==> config.mk <==
export PLATFORM = sky130hd
export DESIGN_NAME = mem_port_arbiter
export DESIGN_NICKNAME = d
export VERILOG_FILES = /design/src/rtl/mem_port_arbiter.sv
export SDC_FILE = /design/constraint.sdc
export NUM_CORES = 1
export LEC_CHECK = 0
export BUFFER_PORTS_ARGS = -buffer_cell sky130_fd_sc_hd__buf_2
export CORE_ASPECT_RATIO = 1.5
export CORE_MARGIN = 2
export CORE_UTILIZATION = 49
export CTS_CLUSTER_SIZE = 12
export DETAILED_ROUTE_END_ITERATION = 6
export PLACE_DENSITY = 0.86
export SYNTH_ARGS = -nofsm -noshare
export SYNTH_HDL_FRONTEND = slang
export SYNTH_SLANG_ARGS = --single-unit
==> constraint.sdc <==
create_clock -name clk -period 5.2 [get_ports clk]
set_clock_uncertainty 0.15 [all_clocks]
set_input_delay 0.52 -clock clk [delete_from_list [all_inputs] [get_ports clk]]
set_output_delay 0.52 -clock clk [all_outputs]
set_load 0.01 [all_outputs]
==> src/rtl/mem_port_arbiter.sv <==
// Round-robin arbiter sharing one memory port between instruction-fetch and data requesters.
// Optional WAIT-state timeout enabled by defining ARB_TIMEOUT_EN.
module mem_port_arbiter #(
    parameter int ADDR_W         = 32,
    parameter int DATA_W         = 32,
    parameter int TIMEOUT_CYCLES = 64
) (
    input  logic              clk,
    input  logic              cpu_rstn,
    input  logic              ireq_valid,
    output logic              ireq_ready,
    input  logic [ADDR_W-1:0] ireq_addr,
    output logic              irsp_valid,
    output logic [DATA_W-1:0] irsp_data,
    output logic              irsp_err,
    input  logic              dreq_valid,
    output logic              dreq_ready,
    input  logic              dreq_we,
    input  logic [ADDR_W-1:0] dreq_addr,
    input  logic [DATA_W-1:0] dreq_wdata,
    output logic              drsp_valid,
    output logic [DATA_W-1:0] drsp_data,
    output logic              drsp_err,
    output logic              mem_req_valid,
    input  logic              mem_req_ready,
    output logic              mem_we,
    output logic [ADDR_W-1:0] mem_addr,
    output logic [DATA_W-1:0] mem_wdata,
    input  logic              mem_rsp_valid,
    input  logic [DATA_W-1:0] mem_rdata
);

    typedef enum logic [1:0] {S_IDLE, S_ISSUE, S_WAIT, S_RESP} state_t;
    typedef enum logic {OWN_FETCH, OWN_DATA} owner_t;

    if (TIMEOUT_CYCLES < 1) begin : g_param_check
        $error("TIMEOUT_CYCLES must be >= 1");
    end

    state_t            state, state_nx;
    owner_t            owner_q, last_grant;
    logic              we_q;
    logic [ADDR_W-1:0] addr_q;
    logic [DATA_W-1:0] wdata_q;
    logic [DATA_W-1:0] rdata_q;
    logic              grant_i, grant_d;
    logic              expire;

    always_comb begin
        grant_i  = 1'b0;
        grant_d  = 1'b0;
        state_nx = state;
        case (state)
            S_IDLE: begin
                if (ireq_valid && dreq_valid) begin
                    grant_i = (last_grant == OWN_DATA);
                    grant_d = (last_grant == OWN_FETCH);
                end else begin
                    grant_i = ireq_valid;
                    grant_d = dreq_valid;
                end
                if (grant_i || grant_d) state_nx = S_ISSUE;
            end
            S_ISSUE: if (mem_req_ready) state_nx = S_WAIT;
            S_WAIT:  if (mem_rsp_valid || expire) state_nx = S_RESP;
            S_RESP:  state_nx = S_IDLE;
            default: state_nx = S_IDLE;
        endcase
    end

    always_ff @(posedge clk or negedge cpu_rstn) begin
        if (!cpu_rstn) begin
            state      <= S_IDLE;
            owner_q    <= OWN_FETCH;
            last_grant <= OWN_DATA;
            we_q       <= 1'b0;
            addr_q     <= '0;
            wdata_q    <= '0;
            rdata_q    <= '0;
        end else begin
            state <= state_nx;
            case (state)
                S_IDLE: if (grant_i || grant_d) begin
                    owner_q <= grant_d ? OWN_DATA : OWN_FETCH;
                    we_q    <= grant_d & dreq_we;
                    addr_q  <= grant_d ? dreq_addr : ireq_addr;
                    wdata_q <= grant_d ? dreq_wdata : '0;
                end
                S_WAIT: begin
                    if (mem_rsp_valid)  rdata_q <= mem_rdata;
                    else if (expire)    rdata_q <= '0;
                end
                S_RESP:  last_grant <= owner_q;
                default: ;
            endcase
        end
    end

`ifdef ARB_TIMEOUT_EN
    localparam int CNT_W = (TIMEOUT_CYCLES > 1) ? $clog2(TIMEOUT_CYCLES) : 1;
    localparam logic [CNT_W-1:0] CNT_MAX = CNT_W'(TIMEOUT_CYCLES - 1);

    logic [CNT_W-1:0] tcnt;
    logic             err_q;

    // tcnt holds the number of WAIT cycles already elapsed, so expiry lands on the last allowed one
    assign expire = (state == S_WAIT) && !mem_rsp_valid && (tcnt == CNT_MAX);

    always_ff @(posedge clk or negedge cpu_rstn) begin
        if (!cpu_rstn) begin
            tcnt  <= '0;
            err_q <= 1'b0;
        end else begin
            if (state == S_ISSUE && mem_req_ready) tcnt <= '0;
            else if (state == S_WAIT)              tcnt <= tcnt + 1'b1;
            if (state == S_WAIT && mem_rsp_valid)  err_q <= 1'b0;
            else if (expire)                       err_q <= 1'b1;
        end
    end

    assign irsp_err = irsp_valid & err_q;
    assign drsp_err = drsp_valid & err_q;
`else
    assign expire   = 1'b0;
    assign irsp_err = 1'b0;
    assign drsp_err = 1'b0;
`endif

    assign ireq_ready    = grant_i;
    assign dreq_ready    = grant_d;

    assign mem_req_valid = (state == S_ISSUE);
    assign mem_we        = mem_req_valid & we_q;
    assign mem_addr      = mem_req_valid ? addr_q  : '0;
    assign mem_wdata     = mem_req_valid ? wdata_q : '0;

    assign irsp_valid    = (state == S_RESP) && (owner_q == OWN_FETCH);
    assign drsp_valid    = (state == S_RESP) && (owner_q == OWN_DATA);
    assign irsp_data     = irsp_valid ? rdata_q : '0;
    assign drsp_data     = drsp_valid ? rdata_q : '0;

endmodule
Yosys cells after proc, flatten, opt, wreduce, memory -nomap -nowiden:

Index checks and enable logic that the tools add are counted.

* reduce and logical (&&, ||, !) cells: 9
* bitwise operators: 4
* add/subtract/negate cells: 0
* divide/modulo/power cells: 0
* magnitude comparators: 0
* $mul: 0
* multiplexer cells: 17
* equality and inequality tests: 6
* shift operators: 0

Operator list (number)
* two-way mux 32 bit: 6
* case mux 2 bit (4 select lines): 1
* two-way mux 1 bit: 7
* two-way mux 2 bit: 3
* equality test 2 bit (second input constant): 2
* != test 2 bit (second input constant): 2
* AND reduction 2 bit: 2
* logical AND 1 bit: 3
* AND reduction 3 bit: 1
* bitwise AND 1 bit: 2
* equality test 2 x 1 -> 1 bit (second input constant): 1
* logical NOT 2 bit: 1
* logical OR 1 bit: 2
* != test 2 x 1 -> 1 bit (second input constant): 1
* NOT 1 bit: 2

* memories: 0
* logic and storage cells: 43
* bits in latches: 0
* input bits: 135
* ROM bits: 0
* bits in registers: 101
* memory bits (writable): 0
* output and inout bits: 136

Logic depth before layout (Yosys ltp):

* depth after elaboration: 6
* mapped depth: 8
* mapped depth without buffers: 5

Least setup slack after synthesis:

Ideal clock, no wire load.

* kind: register to output
* start point: register state[1]
* end point: output mem_addr[12]
* data required time: 4.530 ns
* setup slack: 3.177 ns
* stages on the path, launching flop included: 6
* arrival: 1.353 ns
* cell sequence: dfrtp_1 inv_1 ha_1 clkbuf_1 clkbuf_1 and2_1

* longest elaborated chain between the ends: 2

RTL lines
* from (decl): RTL line 40 `state_t state, state_nx;`
* from (signal assigned): RTL line 81 `state <= state_nx;`
* equality test 2 x 1 -> 1 bit: RTL line 132 `assign mem_req_valid = (state == S_ISSUE);`
* via mem_req_valid: RTL line 24 `output logic mem_req_valid,`
* two-way mux 32 bit: RTL line 134 `assign mem_addr = mem_req_valid ? addr_q : '0;`
* to (decl): RTL line 27 `output logic [ADDR_W-1:0] mem_addr,`

The timed path passes the listed nets, and every way through them passes these cells.

Worst setup path in the final report:

* start point: input dreq_valid
* end point: output dreq_ready

* longest elaborated chain between the ends: 4

RTL lines
* from (decl): RTL line 16 `input logic dreq_valid,`
* logical AND 1 bit: RTL line 55 `if (ireq_valid && dreq_valid) begin`
* two-way mux 1 bit (*): RTL line 55
* two-way mux 1 bit (*) (2 in series): RTL line 53 `case (state)`
* to (decl): RTL line 17 `output logic dreq_ready,`

Every way passes the cells marked *; elsewhere a longest branch is shown, timed or not. The select of a mux whose other input is x is not followed.

==> qor.yml <==
status: "finished, final reports clean"
setup_viol: 0
synthCells: 508
tns_ps: 0
start_util: 0.495
numCtsBuffers: 9
p_int_w: 0.00227
fill_cells: 872
hold_buffers: 0
seq_area_mm2: 0.00253
grt_pass1_vias: 4731
clk_latency_ps: 340
hold_viol: 0
final_cell_mix: "267 x buf_2, 100 x dfrtp_1, 99 x and2_1"
finalCritPeriodShare: 0.641
power.switching_w: 0.00148
grt_antenna_before_repair: 1
clock_power_share: 0.188
hpwlAfterDp_um: 10900
overflow: 0
fp.coreArea_mm2: 0.0105
vias_per_cell: 5.50
cts.path.max_buffers: 2
first_pass_iters: 5
design.portCount: 271
crit_required_ps: 4530
worstPathArrival_ps: 2670
antenna_left: 0
drc_errors: 0
hp-class: "primary input to asynchronous set/reset pin"
fmax_ghz: 0.300
num_rows: 46
htreeDepth: 3
die_area_mm2: 0.0114
power.total_w: 0.00375
cts_setup_buffers: 0
swShare: 0.395
syn_to_final_growth_pct: 31.8
tightest_slew_ps: 1090
finalCriticalPeriod_ps: 3340
ys_ff_latch: 101
clock_sink_count: 101
crit_type: "primary input to output pin"
pwr-share-seq: 0.371
setup_ws_ps: 1860
avgSynthCellArea_um2: 10.2
synth_cell_types: 27
clock-root-buffer: "clkbuf_16"
route.detailed.wl_per_inst_um: 17.5
leakage_nw: 3.65
ir_worst_vdd_mv: 0.374
clk_pin_slew_ps: 70
grt_usage: 0.262
die_w_um: 88.0
yosysWarnings: 0
relSlewSlack: 0.273
cts_resized: 0
multi_input_area_mm2: 0.00240
wl_um: 15500
yosysSeqAreaShare: 0.487
grt_max_degree: 68
path_max_fanout: 37
syn_area_mm2: 0.00519
final_common_cell: "buf_2"
drtIter0Drc: 245
powerDensity_mw_per_mm2: 549
p_comb_frac: 0.441
cp-end-kind: "output pin"
slew_violations: 0
portBuffers: 268
rsz0062_at_grt: "false"
drive_gt1_frac: 0.441
dpl_worst_slack_ps: 1890
grt_first_pass_wirelength_um: 23400
cts_tree: "yes"
gp_congestion: 0.820
vias: 4886
final_util: 0.653
maxCapViolCount: 0
die_h_um: 130
nNetsFinal: 879
cp-start-kind: "primary input"
==> power by group through the flow <==
stage	clock (W)	sequential, W	combinational, W
floorplan	0	0.00129	0.00117
global placement	0	0.00137	0.00159
detailed placement	0	0.00140	0.00166
CTS	0.000725	0.00139	0.00167
global route	0.000750	0.00144	0.00182
finish	0.000706	0.00139	0.00165
==> sequential cells by signal, summed over array words and instances, names as in the netlist <==
signal,flops
owner_q,1
state,2
wdata_q,32
last_grant,1
addr_q,32
rdata_q,32
we_q,1
==> critical path, stage by stage <==
cell and delay, ps:
buf_2 550, nand2_1 760, nor2_2 260, buf_4 360, buf_2 200
==> stage by stage <==
step / hold slack (ps) / cells / area, um^2
after global routing: 48.6 / 888 / 6840
after global placement: 324 / 872 / 6530
after CTS: 23.4 / 888 / 6840
after detailed placement: 325 / 872 / 6530
final: 3.68 / 889 / 6840
after floorplan: 74.4 / 509 / 5190
==> final timing paths <==
check                                             start                 endpoint  slack, ps  depth (start not counted)
worst max-delay path                         dreq_valid               dreq_ready       1860                          5
worst min-delay path                           cpu_rstn   addr_q[19]$_DFFE_PN0P_          4                          1
worst max register to register     state[0]$_DFFE_PN0P_   addr_q[21]$_DFFE_PN0P_       2610                          5
worst min register to register  wdata_q[26]$_DFFE_PN0P_  wdata_q[26]$_DFFE_PN0P_        350                          1
max in group asynchronous                      cpu_rstn  wdata_q[25]$_DFFE_PN0P_       3720                          2
min in group clk                          dreq_wdata[5]   wdata_q[5]$_DFFE_PN0P_        240                          2
==> layout make-up <==
class,instances,area share
Inverter,7,0.00384
Timing Repair Buffer,274,0.203
Clock inverter,7,0.0128
Antenna cell,1,0.000366
Multi-Input combinational cell,346,0.351
Clock buffer,9,0.0329
Tap cell,144,0.0263
Sequential cell,101,0.370
==> Yosys cell counts <==
library cell	count	share of area
buf_2	7	0.0067
nor2b_1	1	0.0012
nor2_2	1	0.0012
nor2_1	34	0.025
o21ai_0	32	0.031
a222oi_1	1	0.0019
and2_1	99	0.12
o21ai_1	1	0.00096
clkinv_1	1	0.00072
dfrtp_1	100	0.48
o2111ai_1	32	0.054
and3_1	32	0.039
o21a_1	1	0.0014
a22o_1	33	0.056
dfstp_2	1	0.0051
o22ai_1	1	0.0012
mux2_2	33	0.072
a21oi_1	1	0.00096
buf_4	8	0.012
nand2_1	3	0.0022
o21bai_1	1	0.0014
ha_1	5	0.012
inv_1	6	0.0043
a31oi_1	32	0.039
mux2i_1	1	0.0019
clkbuf_1	40	0.029
conb_1	1	0.00072
==> kinds of logic (layout without fill, tap and decap cells) <==
family / count (synthesis) / in the layout / share of synthesized area
and+or+nand+nor: 170 / 170 / 0.187
AOI/OAI and AO/OA: 135 / 135 / 0.187
buffers and inverters: 62 / 297 / 0.0523
muxes: 34 / 34 / 0.0735
DFF: 101 / 101 / 0.487
adders and majority gates: 5 / 5 / 0.0121
other: 1 / 3 / 0.000723
==> per-layer routing <==
| layer | part of all wire | track usage |
|---|---|---|
| met5 | 0 | 0 |
| met1 | 0.38 | 0.317 |
| met4 | 0.027 | 0.111 |
| met3 | 0.083 | 0.0607 |
| met2 | 0.51 | 0.443 |
(Power assumes the default switching activity.)
